File: config.mk
export PLATFORM = sky130hd
export DESIGN_NAME = instr_fetch_flat
export DESIGN_NICKNAME = d
export VERILOG_FILES = /design/src/rtl/instr_fetch_if.sv /design/src/rtl/instr_fetch.sv /design/src/flat_wrapper.sv
export SDC_FILE = /design/constraint.sdc
export NUM_CORES = 1
export LEC_CHECK = 0
export CAP_MARGIN = 20
export CORE_MARGIN = 2
export CORE_UTILIZATION = 44
export DETAILED_ROUTE_END_ITERATION = 16
export DONT_BUFFER_PORTS = 1
export SLEW_MARGIN = 20
export SYNTH_ARGS = -nofsm -noshare
export SYNTH_HDL_FRONTEND = slang
export SYNTH_SLANG_ARGS = --single-unit
File: constraint.sdc
create_clock -name clk -period 6.97 [get_ports clk]
set_input_delay 0.3485 -clock clk [delete_from_list [all_inputs] [get_ports clk]]
set_output_delay 0.3485 -clock clk [all_outputs]
set_load 0.1 [all_outputs]
File: src/rtl/instr_fetch_if.sv
// instr_fetch_if: fetch <-> decode bus.
// The fetch stage (master) presents instructions; decode (slave) returns
// stall and the redirect requests (jump / branch / call / ret).
interface instr_fetch_if #(
    parameter int unsigned ADDR_W  = 11,
    parameter int unsigned INSTR_W = 19
);
    logic                stall;
    logic [INSTR_W-1:0]  instr;
    logic                instr_valid;
    logic [ADDR_W-1:0]   instr_pc;
    logic                jump_en;
    logic [10:0]         jump_addr;
    logic                branch_taken;
    logic [7:0]          branch_addr;
    logic                call_en;
    logic [10:0]         call_addr;
    logic                ret_en;

    modport master (
        output instr, instr_valid, instr_pc,
        input  stall, jump_en, jump_addr, branch_taken, branch_addr,
               call_en, call_addr, ret_en
    );

    modport slave (
        input  instr, instr_valid, instr_pc,
        output stall, jump_en, jump_addr, branch_taken, branch_addr,
               call_en, call_addr, ret_en
    );
endinterface

File: src/rtl/instr_fetch.sv
// instr_fetch: fetch stage feeding the instruction parser.
// Owns the PC, drives a 1-cycle synchronous instruction ROM, takes
// redirects from decode (ret > call > jump > branch) with a one-bubble
// penalty and keeps a return-address stack.
// Optional feature: define IF_HALT_EN to make opcode 4'b1111 halt fetch
// until reset; without it `halted` is tied low.
module instr_fetch #(
    parameter int unsigned ADDR_W    = 11,
    parameter int unsigned INSTR_W   = 19,
    parameter int unsigned RAS_DEPTH = 8
) (
    input  logic                clk,
    input  logic                rst,
    instr_fetch_if.master       dec,
    output logic [ADDR_W-1:0]   imem_addr,
    input  logic [INSTR_W-1:0]  imem_rdata,
    output logic                ras_ovf,
    output logic                ras_unf,
    output logic                halted
);

    localparam int unsigned      PTR_W    = $clog2(RAS_DEPTH) + 1;
    localparam int unsigned      IDX_W    = PTR_W - 1;
    localparam logic [PTR_W-1:0] RAS_FULL = PTR_W'(RAS_DEPTH);

    typedef enum logic [1:0] {
        S_BOOT,
        S_RUN,
        S_BUBBLE
`ifdef IF_HALT_EN
        , S_HALT
`endif
    } state_t;

    state_t              state_q, state_d;
    logic [ADDR_W-1:0]   fetch_pc_q, fetch_pc_d;
    logic [ADDR_W-1:0]   instr_pc_q, instr_pc_d;
    logic                valid_q, valid_d;
    logic [ADDR_W-1:0]   ras_q [RAS_DEPTH];
    logic [ADDR_W-1:0]   ras_d [RAS_DEPTH];
    logic [PTR_W-1:0]    ras_ptr_q, ras_ptr_d;
    logic [PTR_W-1:0]    pop_ptr;
    logic                ras_ovf_q, ras_ovf_d;
    logic                ras_unf_q, ras_unf_d;

    logic                accept;
    logic                halt_hit;
    logic                redir_req;
    logic                redirect;
    logic [ADDR_W-1:0]   ret_pc;
    logic [ADDR_W-1:0]   target;

    // instr is a straight pass-through of the ROM data; instr_pc/valid are
    // registered alongside so they describe the word coming back this cycle.
    assign dec.instr       = imem_rdata;
    assign dec.instr_valid = valid_q;
    assign dec.instr_pc    = instr_pc_q;
    assign ras_ovf         = ras_ovf_q;
    assign ras_unf         = ras_unf_q;

    // An instruction is consumed when it is live and decode is not stalling.
    assign accept = (state_q == S_RUN) && valid_q && !dec.stall;

`ifdef IF_HALT_EN
    logic halted_q, halted_d;
    assign halted   = halted_q;
    assign halt_hit = accept && (imem_rdata[INSTR_W-1 -: 4] == 4'b1111);
`else
    assign halted   = 1'b0;
    assign halt_hit = 1'b0;
`endif

    // Redirect target selection and return-address stack update.
    always_comb begin
        ras_d     = ras_q;
        ras_ptr_d = ras_ptr_q;
        ras_ovf_d = ras_ovf_q;
        ras_unf_d = ras_unf_q;

        pop_ptr   = ras_ptr_q - 1'b1;
        ret_pc    = (ras_ptr_q == '0) ? '0 : ras_q[pop_ptr[IDX_W-1:0]];

        redir_req = dec.ret_en | dec.call_en | dec.jump_en | dec.branch_taken;
        redirect  = accept && !halt_hit && redir_req;

        if (dec.ret_en)
            target = ret_pc;
        else if (dec.call_en)
            target = ADDR_W'(dec.call_addr);
        else if (dec.jump_en)
            target = ADDR_W'(dec.jump_addr);
        else
            target = ADDR_W'(dec.branch_addr);

        if (redirect) begin
            if (dec.ret_en) begin
                // Underflow returns to 0 and leaves the pointer at empty.
                if (ras_ptr_q == '0)
                    ras_unf_d = 1'b1;
                else
                    ras_ptr_d = pop_ptr;
            end else if (dec.call_en) begin
                // Overflow drops the push but the call is still taken.
                if (ras_ptr_q == RAS_FULL) begin
                    ras_ovf_d = 1'b1;
                end else begin
                    ras_d[ras_ptr_q[IDX_W-1:0]] = instr_pc_q + 1'b1;
                    ras_ptr_d                   = ras_ptr_q + 1'b1;
                end
            end
        end
    end

    // Fetch sequencing: next PC / valid / state and the ROM address.
    always_comb begin
        state_d    = state_q;
        fetch_pc_d = fetch_pc_q;
        instr_pc_d = instr_pc_q;
        valid_d    = valid_q;
        imem_addr  = fetch_pc_q;
`ifdef IF_HALT_EN
        halted_d   = halted_q;
`endif

        case (state_q)
            S_BOOT: begin
                state_d    = S_RUN;
                valid_d    = 1'b1;
                instr_pc_d = fetch_pc_q;
                fetch_pc_d = fetch_pc_q + 1'b1;
            end
            S_RUN: begin
                if (dec.stall) begin
                    // Re-read the word being held so the ROM output stays put.
                    imem_addr = instr_pc_q;
`ifdef IF_HALT_EN
                end else if (halt_hit) begin
                    state_d  = S_HALT;
                    valid_d  = 1'b0;
                    halted_d = 1'b1;
`endif
                end else if (redirect) begin
                    // Target goes to the ROM now; the word already in flight
                    // is squashed by the bubble cycle that follows.
                    imem_addr  = target;
                    state_d    = S_BUBBLE;
                    valid_d    = 1'b0;
                    fetch_pc_d = target;
                end else begin
                    instr_pc_d = fetch_pc_q;
                    fetch_pc_d = fetch_pc_q + 1'b1;
                end
            end
            S_BUBBLE: begin
                state_d    = S_RUN;
                valid_d    = 1'b1;
                instr_pc_d = fetch_pc_q;
                fetch_pc_d = fetch_pc_q + 1'b1;
            end
            default: begin
                // Halted: address frozen, nothing presented until reset.
                valid_d = 1'b0;
            end
        endcase
    end

    // State registers with synchronous reset.
    always_ff @(posedge clk) begin
        if (rst) begin
            state_q    <= S_BOOT;
            fetch_pc_q <= '0;
            instr_pc_q <= '0;
            valid_q    <= 1'b0;
            ras_q      <= '{default: '0};
            ras_ptr_q  <= '0;
            ras_ovf_q  <= 1'b0;
            ras_unf_q  <= 1'b0;
`ifdef IF_HALT_EN
            halted_q   <= 1'b0;
`endif
        end else begin
            state_q    <= state_d;
            fetch_pc_q <= fetch_pc_d;
            instr_pc_q <= instr_pc_d;
            valid_q    <= valid_d;
            ras_q      <= ras_d;
            ras_ptr_q  <= ras_ptr_d;
            ras_ovf_q  <= ras_ovf_d;
            ras_unf_q  <= ras_unf_d;
`ifdef IF_HALT_EN
            halted_q   <= halted_d;
`endif
        end
    end

endmodule
File: src/flat_wrapper.sv
// flat-port wrapper written by rule: the top's interface ports become plain ports
module instr_fetch_flat 
#(
    parameter int unsigned ADDR_W    = 11,
    parameter int unsigned INSTR_W   = 19,
    parameter int unsigned RAS_DEPTH = 8
)
  (clk, rst, imem_addr, imem_rdata, ras_ovf, ras_unf, halted, dec_instr, dec_instr_valid, dec_instr_pc, dec_stall, dec_jump_en, dec_jump_addr, dec_branch_taken, dec_branch_addr, dec_call_en, dec_call_addr, dec_ret_en);
  instr_fetch_if #(.ADDR_W(ADDR_W), .INSTR_W(INSTR_W)) dec_i ();
  input  logic clk;
  input  logic rst;
  output logic [ADDR_W-1:0] imem_addr;
  input  logic [INSTR_W-1:0] imem_rdata;
  output logic ras_ovf;
  output logic ras_unf;
  output logic halted;
  output wire logic [$bits(dec_i.instr)-1:0] dec_instr;
  output wire logic [$bits(dec_i.instr_valid)-1:0] dec_instr_valid;
  output wire logic [$bits(dec_i.instr_pc)-1:0] dec_instr_pc;
  input wire logic [$bits(dec_i.stall)-1:0] dec_stall;
  input wire logic [$bits(dec_i.jump_en)-1:0] dec_jump_en;
  input wire logic [$bits(dec_i.jump_addr)-1:0] dec_jump_addr;
  input wire logic [$bits(dec_i.branch_taken)-1:0] dec_branch_taken;
  input wire logic [$bits(dec_i.branch_addr)-1:0] dec_branch_addr;
  input wire logic [$bits(dec_i.call_en)-1:0] dec_call_en;
  input wire logic [$bits(dec_i.call_addr)-1:0] dec_call_addr;
  input wire logic [$bits(dec_i.ret_en)-1:0] dec_ret_en;
  assign dec_instr = dec_i.instr;
  assign dec_instr_valid = dec_i.instr_valid;
  assign dec_instr_pc = dec_i.instr_pc;
  assign dec_i.stall = dec_stall;
  assign dec_i.jump_en = dec_jump_en;
  assign dec_i.jump_addr = dec_jump_addr;
  assign dec_i.branch_taken = dec_branch_taken;
  assign dec_i.branch_addr = dec_branch_addr;
  assign dec_i.call_en = dec_call_en;
  assign dec_i.call_addr = dec_call_addr;
  assign dec_i.ret_en = dec_ret_en;
  instr_fetch #(.ADDR_W(ADDR_W), .INSTR_W(INSTR_W), .RAS_DEPTH(RAS_DEPTH)) u_core (.clk(clk), .rst(rst), .dec(dec_i), .imem_addr(imem_addr), .imem_rdata(imem_rdata), .ras_ovf(ras_ovf), .ras_unf(ras_unf), .halted(halted));
endmodule
## Word level (Yosys, flattened, before mapping)

Index checks and enable logic that the tools add are counted.

- Add/subtract/negate cells: 4
- $lt $le $gt $ge: 3
- Equality and inequality tests: 8
- Mux-type cells: 29
- Bitwise logic cells: 7
- Reduce and logical (&&, ||, !) cells: 18

Operators by type and width:

| cell | count |
|---|---|
| 11-bit 2-to-1 mux | 14 |
| 88-bit bitwise mux | 1 |
| 11-bit one-hot mux with 2 select lines | 2 |
| 11-bit binary-select mux with 3-bit select | 1 |
| 11-bit demux with 3-bit select | 1 |
| 11-bit by 1-bit adder with 11-bit output, second input constant | 2 |
| 4-bit 2-to-1 mux | 4 |
| 4-bit AND reduction | 3 |
| 3-bit AND reduction | 3 |
| 4-bit >= comparator, second input constant | 2 |
| 2-bit inequality test, second input constant | 4 |
| 3-bit inverter with 4-bit output | 2 |
| 4-bit by 1-bit adder with 4-bit output, second input constant | 1 |
| 4-bit equality test, second input constant | 1 |
| 1-bit logical AND | 4 |
| 4-bit zero test | 1 |
| 4-bit by 1-bit < comparator with 1-bit output, second input constant | 1 |
| 2-bit 2-to-1 mux | 2 |
| 2-bit one-hot mux with 2 select lines | 1 |
| 2-bit AND reduction | 2 |
| 2-bit nonzero test | 2 |
| 4-bit by 1-bit subtractor with 4-bit output, second input constant | 1 |
| 1-bit OR | 3 |
| 2-bit by 1-bit equality test with 1-bit output, second input constant | 1 |
| other kinds (8) | 10 |

- Flip-flop bits (word level): 119
- Bits of input ports: 56
- Output and inout port bits: 45

## Depth between registers and ports, before layout

Gate-level depths: netlist of run 1.

- Word-level depth: 10
- Depth in mapped cells: 11
- Mapped depth without buffers: 7

## Worst setup path before layout of run 1

OpenSTA, ideal clock, no wires.

- Kind: register to output
- From: register u_core.ras_ptr_q[0]
- To: output imem_addr[0]
- Arrival time: 4.481 ns
- Required time: 6.622 ns
- Slack: 2.140 ns
- Cell stages (with the launch flop): 11
- Buffers on the path: 3
- Path through: dfxtp_1 > buf_4 > buf_2 > inv_1 > ha_1 > xor2_1 > buf_4 > nor3_1 > a22o_1 > a21oi_1 > a222oi_1

- Cells in the longest elaborated chain, start to end: 10
- Elaborated cells on any way between the ends: 11
- Those cells by class: 1 x add/sub; 8 x mux; 1 x bitwise; 1 x reduce/logical

Ends and longest elaborated chain:

| element | RTL line | text |
|---|---|---|
| start, declared | instr_fetch.sv:41 | `logic [PTR_W-1:0] ras_ptr_q, ras_ptr_d;` |
| start signal, assigned | instr_fetch.sv:187 | `ras_ptr_q <= ras_ptr_d;` |
| 4-bit by 1-bit subtractor with 4-bit output | instr_fetch.sv:80 | `pop_ptr = ras_ptr_q - 1'b1;` |
| via u_core.pop_ptr[0] | instr_fetch.sv:42 | `logic [PTR_W-1:0] pop_ptr;` |
| 3-bit inverter with 4-bit output (implied by the code) | instr_fetch.sv:81 | `ret_pc = (ras_ptr_q == '0) ? '0 : ras_q[pop_ptr[IDX_W-1:0]];` |
| 11-bit binary-select mux with 3-bit select | instr_fetch.sv:81 |  |
| 11-bit 2-to-1 mux (implied by the code) (2 in series) | instr_fetch.sv:81 |  |
| 11-bit 2-to-1 mux | instr_fetch.sv:81 |  |
| 11-bit 2-to-1 mux | instr_fetch.sv:86 | `if (dec.ret_en)` |
| 11-bit 2-to-1 mux | instr_fetch.sv:142 | `end else if (redirect) begin` |
| 11-bit 2-to-1 mux | instr_fetch.sv:133 | `if (dec.stall) begin` |
| 11-bit 2-to-1 mux | instr_fetch.sv:125 | `case (state_q)` |
| end, declared | flat_wrapper.sv:12 | `output logic [ADDR_W-1:0] imem_addr;` |

The timed path passes the listed nets, and every way through them passes these cells. The select of a mux whose other input is x is not followed.

## Final worst setup path of run 1

- From: register u_core.ras_ptr_q[0]
- To: output imem_addr[10]

The elaborated chain is that of the path after synthesis.

==> results of run 1 <==
-- registers in the layout, indices dropped and copies added, names as in the netlist --
register / flops
u_core.state_q: 2
u_core.dec.instr_valid: 1
u_core.dec.instr_pc: 11
u_core.ras_q: 88
u_core.fetch_pc_q: 11
u_core.ras_unf: 1
u_core.ras_ptr_q: 4
u_core.ras_ovf: 1
-- cells in the mapped netlist (all sizes together), types with 10 or more instances --
master	instances	area (um^2)
mux2i	26	260
nor3	17	85.1
a211oi	49	418
xor2	11	96.3
clkbuf	36	135
nor2	104	393
xnor2	11	96.3
nand2	111	417
nand3	19	95.1
nand4	11	68.8
buf	41	268
mux4	14	315
inv	10	37.5
a21oi	55	275
dfxtp	119	2380
o21ai	21	105
a22oi	12	90.1
-- per-stage QoR --
stage / cell area, um^2 / cells / hold slack, ps
finish: 6960 / 907 / 10.0
global route: 6960 / 907 / 0.795
CTS: 6950 / 906 / 0.217
detailed placement: 6210 / 866 / 431
global placement: 6210 / 866 / 428
floorplan: 6180 / 746 / 429
-- final cells by class --
type | instances | area, um^2 | area share
flip-flops and latches | 119 | 2380 | 0.342
inverters | 10 | 37.5 | 0.00539
well taps | 180 | 225 | 0.0323
multi-input cells | 540 | 3420 | 0.491
clock buffers | 22 | 484 | 0.0695
repair buffers | 26 | 246 | 0.0354
clock inverters | 10 | 168 | 0.0241
-- worst max-delay path, cell delays in order (launching register included) --
cell and delay, ps:
dfxtp_1 310, buf_4 320, inv_1 220, ha_1 940, mux4_2 610, a22o_1 290, o21ai_0 240, nand2_1 610
-- cells by family after synthesis --
family / Yosys count / share of synthesized area
other: 1 / 0.000606
DFF: 119 / 0.385
buffers and inverters: 87 / 0.0712
muxes: 42 / 0.0967
xor gates and xnor gates: 22 / 0.0312
adders and majority gates: 5 / 0.0101
and+or+nand+nor: 301 / 0.221
AOI/OAI and AO/OA: 169 / 0.185
-- per-layer routing --
layer | routed length [um] | up-vias | part of all wire
met2 | 8800 | 284 | 0.46
met3 | 1770 | 50 | 0.093
met1 | 7800 | 2631 | 0.41
met5 | 10 | - | 0.00052
met4 | 727 | 2 | 0.038
li1 | - | 2556 | -
-- power breakdown --
| group | total [uW] | internal (uW) | switching, uW | leakage (uW) |
|---|---|---|---|---|
| sequential | 699 | 687 | 12.2 | 0.000960 |
| combinational | 156 | 40.0 | 116 | 0.00102 |
| clock | 954 | 637 | 317 | 0.000305 |
| total | 1810 | 1360 | 445 | 0.00229 |
-- layout by cell type, fill, tap and decap left out, drive strengths merged, types with 5 or more instances in the layout --
master	instances
dfxtp	119
nand4	11
o21ai	21
a31oi	8
nand3	19
xnor2	11
mux2i	26
a22oi	12
mux4	14
clkbuf	23
inv	10
nor2	104
nor3	17
nor2b	5
ha	5
dlygate4sd3	7
nor3b	6
nor4	5
a22o	6
buf	18
a21oi	55
a211oi	49
xor2	11
nand2	111
-- final timing paths --
kind | startpoint | end | slack [ps] | depth (start not counted)
worst min register to register | u_core.ras_q[12] | u_core.ras_q[12] | 450 | 2
worst max register to register | u_core.dec.instr_valid | u_core.fetch_pc_q[0] | 3610 | 5
worst max-delay path | u_core.ras_ptr_q[0] | imem_addr[10] | 2670 | 7
worst min-delay path | rst | u_core.ras_ptr_q[0] | 10 | 1
==> metrics.txt, run 1 <==
die height 123 um; status finished, final reports clean; Final WS setup 2670 ps; number of diodes 0; Power Total 1810 uW; Clock Skews 7.27 ps; Clk Latency, worst-skew pair 420 ps; core outline area 13800 um^2; Rel. slew slack 0.237; # Max-Cap Violations 0; NumNets Final 775; Arr. time, crit path 3960 ps; post-synth net total 807; Setup TNS 0 ps; Finished Core Util 0.504; ratio of cells with drive above 1 in the final layout 0.125; WL/cell 21.1 um; antenna violations before repair 1; DR iter-0 viols 477; grt ovf 0; Final Wtd Congestion 0.912; CP Class register to output pin; Worst Tran Pin Value 1140 ps; Clock Sinks 119; CTS clk-pin slew, worst paths 50 ps; worst vdd ir 0.000186 V; number of port buffers 0; number of CTS-inserted buffers 17; Setup WS pre-CTS 3080 ps; grt met1 use 0.317; postcts setup bufs 0; met3 Resource Use GR 0.0767; largest net degree at the start of global routing 38; GRT Max-Usage Layer met2; DRT antenna net count 0; hold-fix buffer count after cts 8; CTS tree built; pwr/cell area 260 nW/um^2; setup violators final 0; area grow syn2layout 12.6%; number of global-route vias before repair 5302; Post-Syn Instances 746; Tcrit/Tclk final 0.618; num rows 43; Worst Path Max Fanout 21; critical path endpoint category output pin; # IOs 101; Leakage 0.00229 uW; Die X 123 um; main flop type after synthesis dfxtp_1; Initial Utilization 0.447; Slew Limit Fails 0; register area share after synthesis 0.385; worst hold path type primary input to register; min cycle time layout 4300 ps; Pre-antenna DRT Iters 6; fmax 232 MHz; die area 15000 um^2; Filler cells 1246; vias per cell 6.09; total number of vias 5523; gr usage total 0.261; DRC Markers 0; FF+latch count, synth 119; first-pass GRT wire length 29000 um; H-tree levels 4; Syn Std Cell Area 6180 um^2; worst-case clock buffer depth 2; Syn Area/Cell 8.29 um^2; WP data required 6620 ps; GR Layer Usage met2 0.421; asr flop ratio synth 0; Post-synth EDFFs 0; number of synthesis warnings 0; CTS root buf clkbuf_16; total wire length 19100 um; DP Wirelength 12000 um; final hold vios 0; RSZ-0062 raised after global routing false; CP startpoint kind register; Resized Gates After CTS 0; Synth cell types 56
Note: power is estimated with default switching activity, not from simulation.
==> run 2, diff against run 1 <==
- clock period: 6.97 -> 4.51 ns (I/O delays scaled with it)
==> metrics.txt, run 2 (synthesis gave the netlist of run 1 again) <==
core outline area 13800 um^2 (unchanged); CP startpoint kind register (unchanged); Setup TNS 0 ps (unchanged); gr usage total 0.252 (was 0.261); CP Class register to output pin (unchanged); WL/cell 20.3 um (was 21.1 um); Max stage delay on crit path 920 ps (was 940 ps); Clock Skews 11.3 ps (was 7.27 ps); Die X 123 um (unchanged); die height 123 um (unchanged); Seq pwr share 0.428 (was 0.386); Clk pwr share 0.475 (was 0.527); final hold vios 0 (unchanged); NumNets Final 778 (was 775); DR iter-0 viols 617 (was 477); Worst Tran Pin Value 1160 ps (was 1140 ps); RSZ-0062 raised after global routing false (unchanged); ratio of cells with drive above 1 in the final layout 0.132 (was 0.125); max FFs per register 88 (unchanged); commonest cells after routing, fill and taps aside 119 x dfxtp_1, 111 x nand2_1, 103 x nor2_1 (unchanged); critical path's top delay family compound AO/OA/AOI/OAI gates (was adder cells); area grow syn2layout 10.8% (was 12.6%); # IOs 101 (unchanged); crit path cell chain buf_4 > inv_1 > ha_1 > mux4_2 > a22o_1 > a211oi_1 > a221oi_4 (was buf_4 > inv_1 > ha_1 > mux4_2 > a22o_1 > o21ai_0 > nand2_1); Hold WS 30.1 ps (was 10.0 ps); number of port buffers 0 (unchanged); total wire length 18400 um (was 19100 um); pwr/cell area 366 nW/um^2 (was 260 nW/um^2); CTS clk-pin slew, worst paths 50 ps (about the same); Clk Latency, worst-skew pair 420 ps (about the same); CP max-delay cell ha_1 (unchanged); Leakage 0.00227 uW (was 0.00229 uW); CTS root buf clkbuf_16 (unchanged); fmax 256 MHz; total number of vias 5508 (was 5523); H-tree levels 4 (unchanged); status finished, final reports clean (unchanged); worst vdd ir 0.000333 V (was 0.000186 V); Pre-antenna DRT Iters 5 (was 6); setup violators final 0 (unchanged); Arr. time, crit path 3680 ps (was 3960 ps); DP Wirelength 12500 um (was 12000 um); # Max-Cap Violations 0 (unchanged); number of global-route vias before repair 5162 (was 5302); Slew Limit Fails 0 (unchanged); Bufs and invs on worst path 2 (unchanged); cell internal pwr 1870 uW (was 1360 uW); DRT antenna net count 0 (unchanged); largest register by flop count u_core.ras_q (unchanged); Final Wtd Congestion 0.889 (was 0.912); first-pass GRT wire length 28100 um (was 29000 um); min cycle time layout 3910 ps; WP data required 4280 ps (was 6620 ps); Clock Sinks 119 (unchanged); switching share of power 0.256 (was 0.246); Gate power share 0.097 (was 0.086); largest net degree at the start of global routing 118 (was 38); vias per cell 6.08 (was 6.09); die area 15000 um^2 (unchanged); critical path endpoint category output pin (unchanged); Worst Path Max Fanout 21 (unchanged); Rel. slew slack 0.228 (was 0.237); worst-case clock buffer depth 2 (unchanged); postcts setup bufs 0 (unchanged); number of diodes 0 (unchanged); Tcrit/Tclk final 0.866; Initial Utilization 0.447 (unchanged); DRC Markers 0 (unchanged); Finished Core Util 0.496 (was 0.504); most common cell after layout, fill and taps aside dfxtp_1 (unchanged); grt ovf 0 (unchanged); antenna violations before repair 0 (was 1); worst hold path type primary input to register (unchanged); Non-Filler Instances 906 (was 907); num rows 43 (unchanged); CTS tree built (unchanged); number of CTS-inserted buffers 17 (unchanged); NetSw 644 uW (was 445 uW); FF-to-FF setup slack 1280 ps (was 3610 ps); # placed instances 876 (was 866)
-- run 2: cell type report --
class	count	area [um^2]
Inverter	10	37.5
Multi-Input combinational cell	540	3440
Clock buffer	24	492
Tap cell	180	225
Sequential cell	119	2380
Fill cell	1314	6970
Clock inverter	4	22.5
Timing Repair Buffer	29	258
-- run 2: power groups by stage --
stage	logic (uW)	clock network (uW)	registers (uW)
3_5_place_dp	220	0	1100
4_1_cts	241	1210	1070
6_report	242	1190	1080
2_1_floorplan	245	0	1110
5_1_grt	257	1260	1070
3_3_place_gp	217	0	1100
-- run 2: worst register-to-register path, delay by kind of cell (launching register included) --
kind / cells / cell delay (ps)
simple gates: 4 / 1430
buf+inv: 3 / 900
flops: 1 / 300
fa+ha+maj: 1 / 260
mux: 1 / 210
-- run 2: what timing repair did --
action                    in CTS  in global routing
gates resized for setup        0                  0
hold buffers                   2                  0
hold endpoints to repair     117                  0
-- run 2: routing by layer --
| metal | vias up | GRT usage | routed length (um) |
|---|---|---|---|
| met3 | 38 | 0.0655 | 1430 |
| li1 | 2572 | - | - |
| met4 | 0 | 0.126 | 595 |
| met5 | - | 0 | 0 |
| met1 | 2635 | 0.303 | 7630 |
| met2 | 263 | 0.417 | 8780 |
-- run 2: path summary, 6_finish.rpt --
check	from	to	cells after the start
setup / recovery	u_core.ras_ptr_q[0]	imem_addr[1]	7
setup reg to reg	u_core.ras_ptr_q[0]	u_core.ras_q[56]	9
hold / removal	rst	u_core.fetch_pc_q[9]	3
hold reg to reg	u_core.ras_q[83]	u_core.ras_q[83]	2
-- run 2: stage by stage --
step | total power (uW) | setup WS, ps | cell area, um^2
after global placement | 1310 | 1090 | 6300
final | 2510 | 604 | 6850
after detailed placement | 1320 | 1030 | 6300
after global routing | 2590 | 453 | 6850
after CTS | 2530 | 577 | 6850
after floorplan | 1360 | 14.9 | 6200
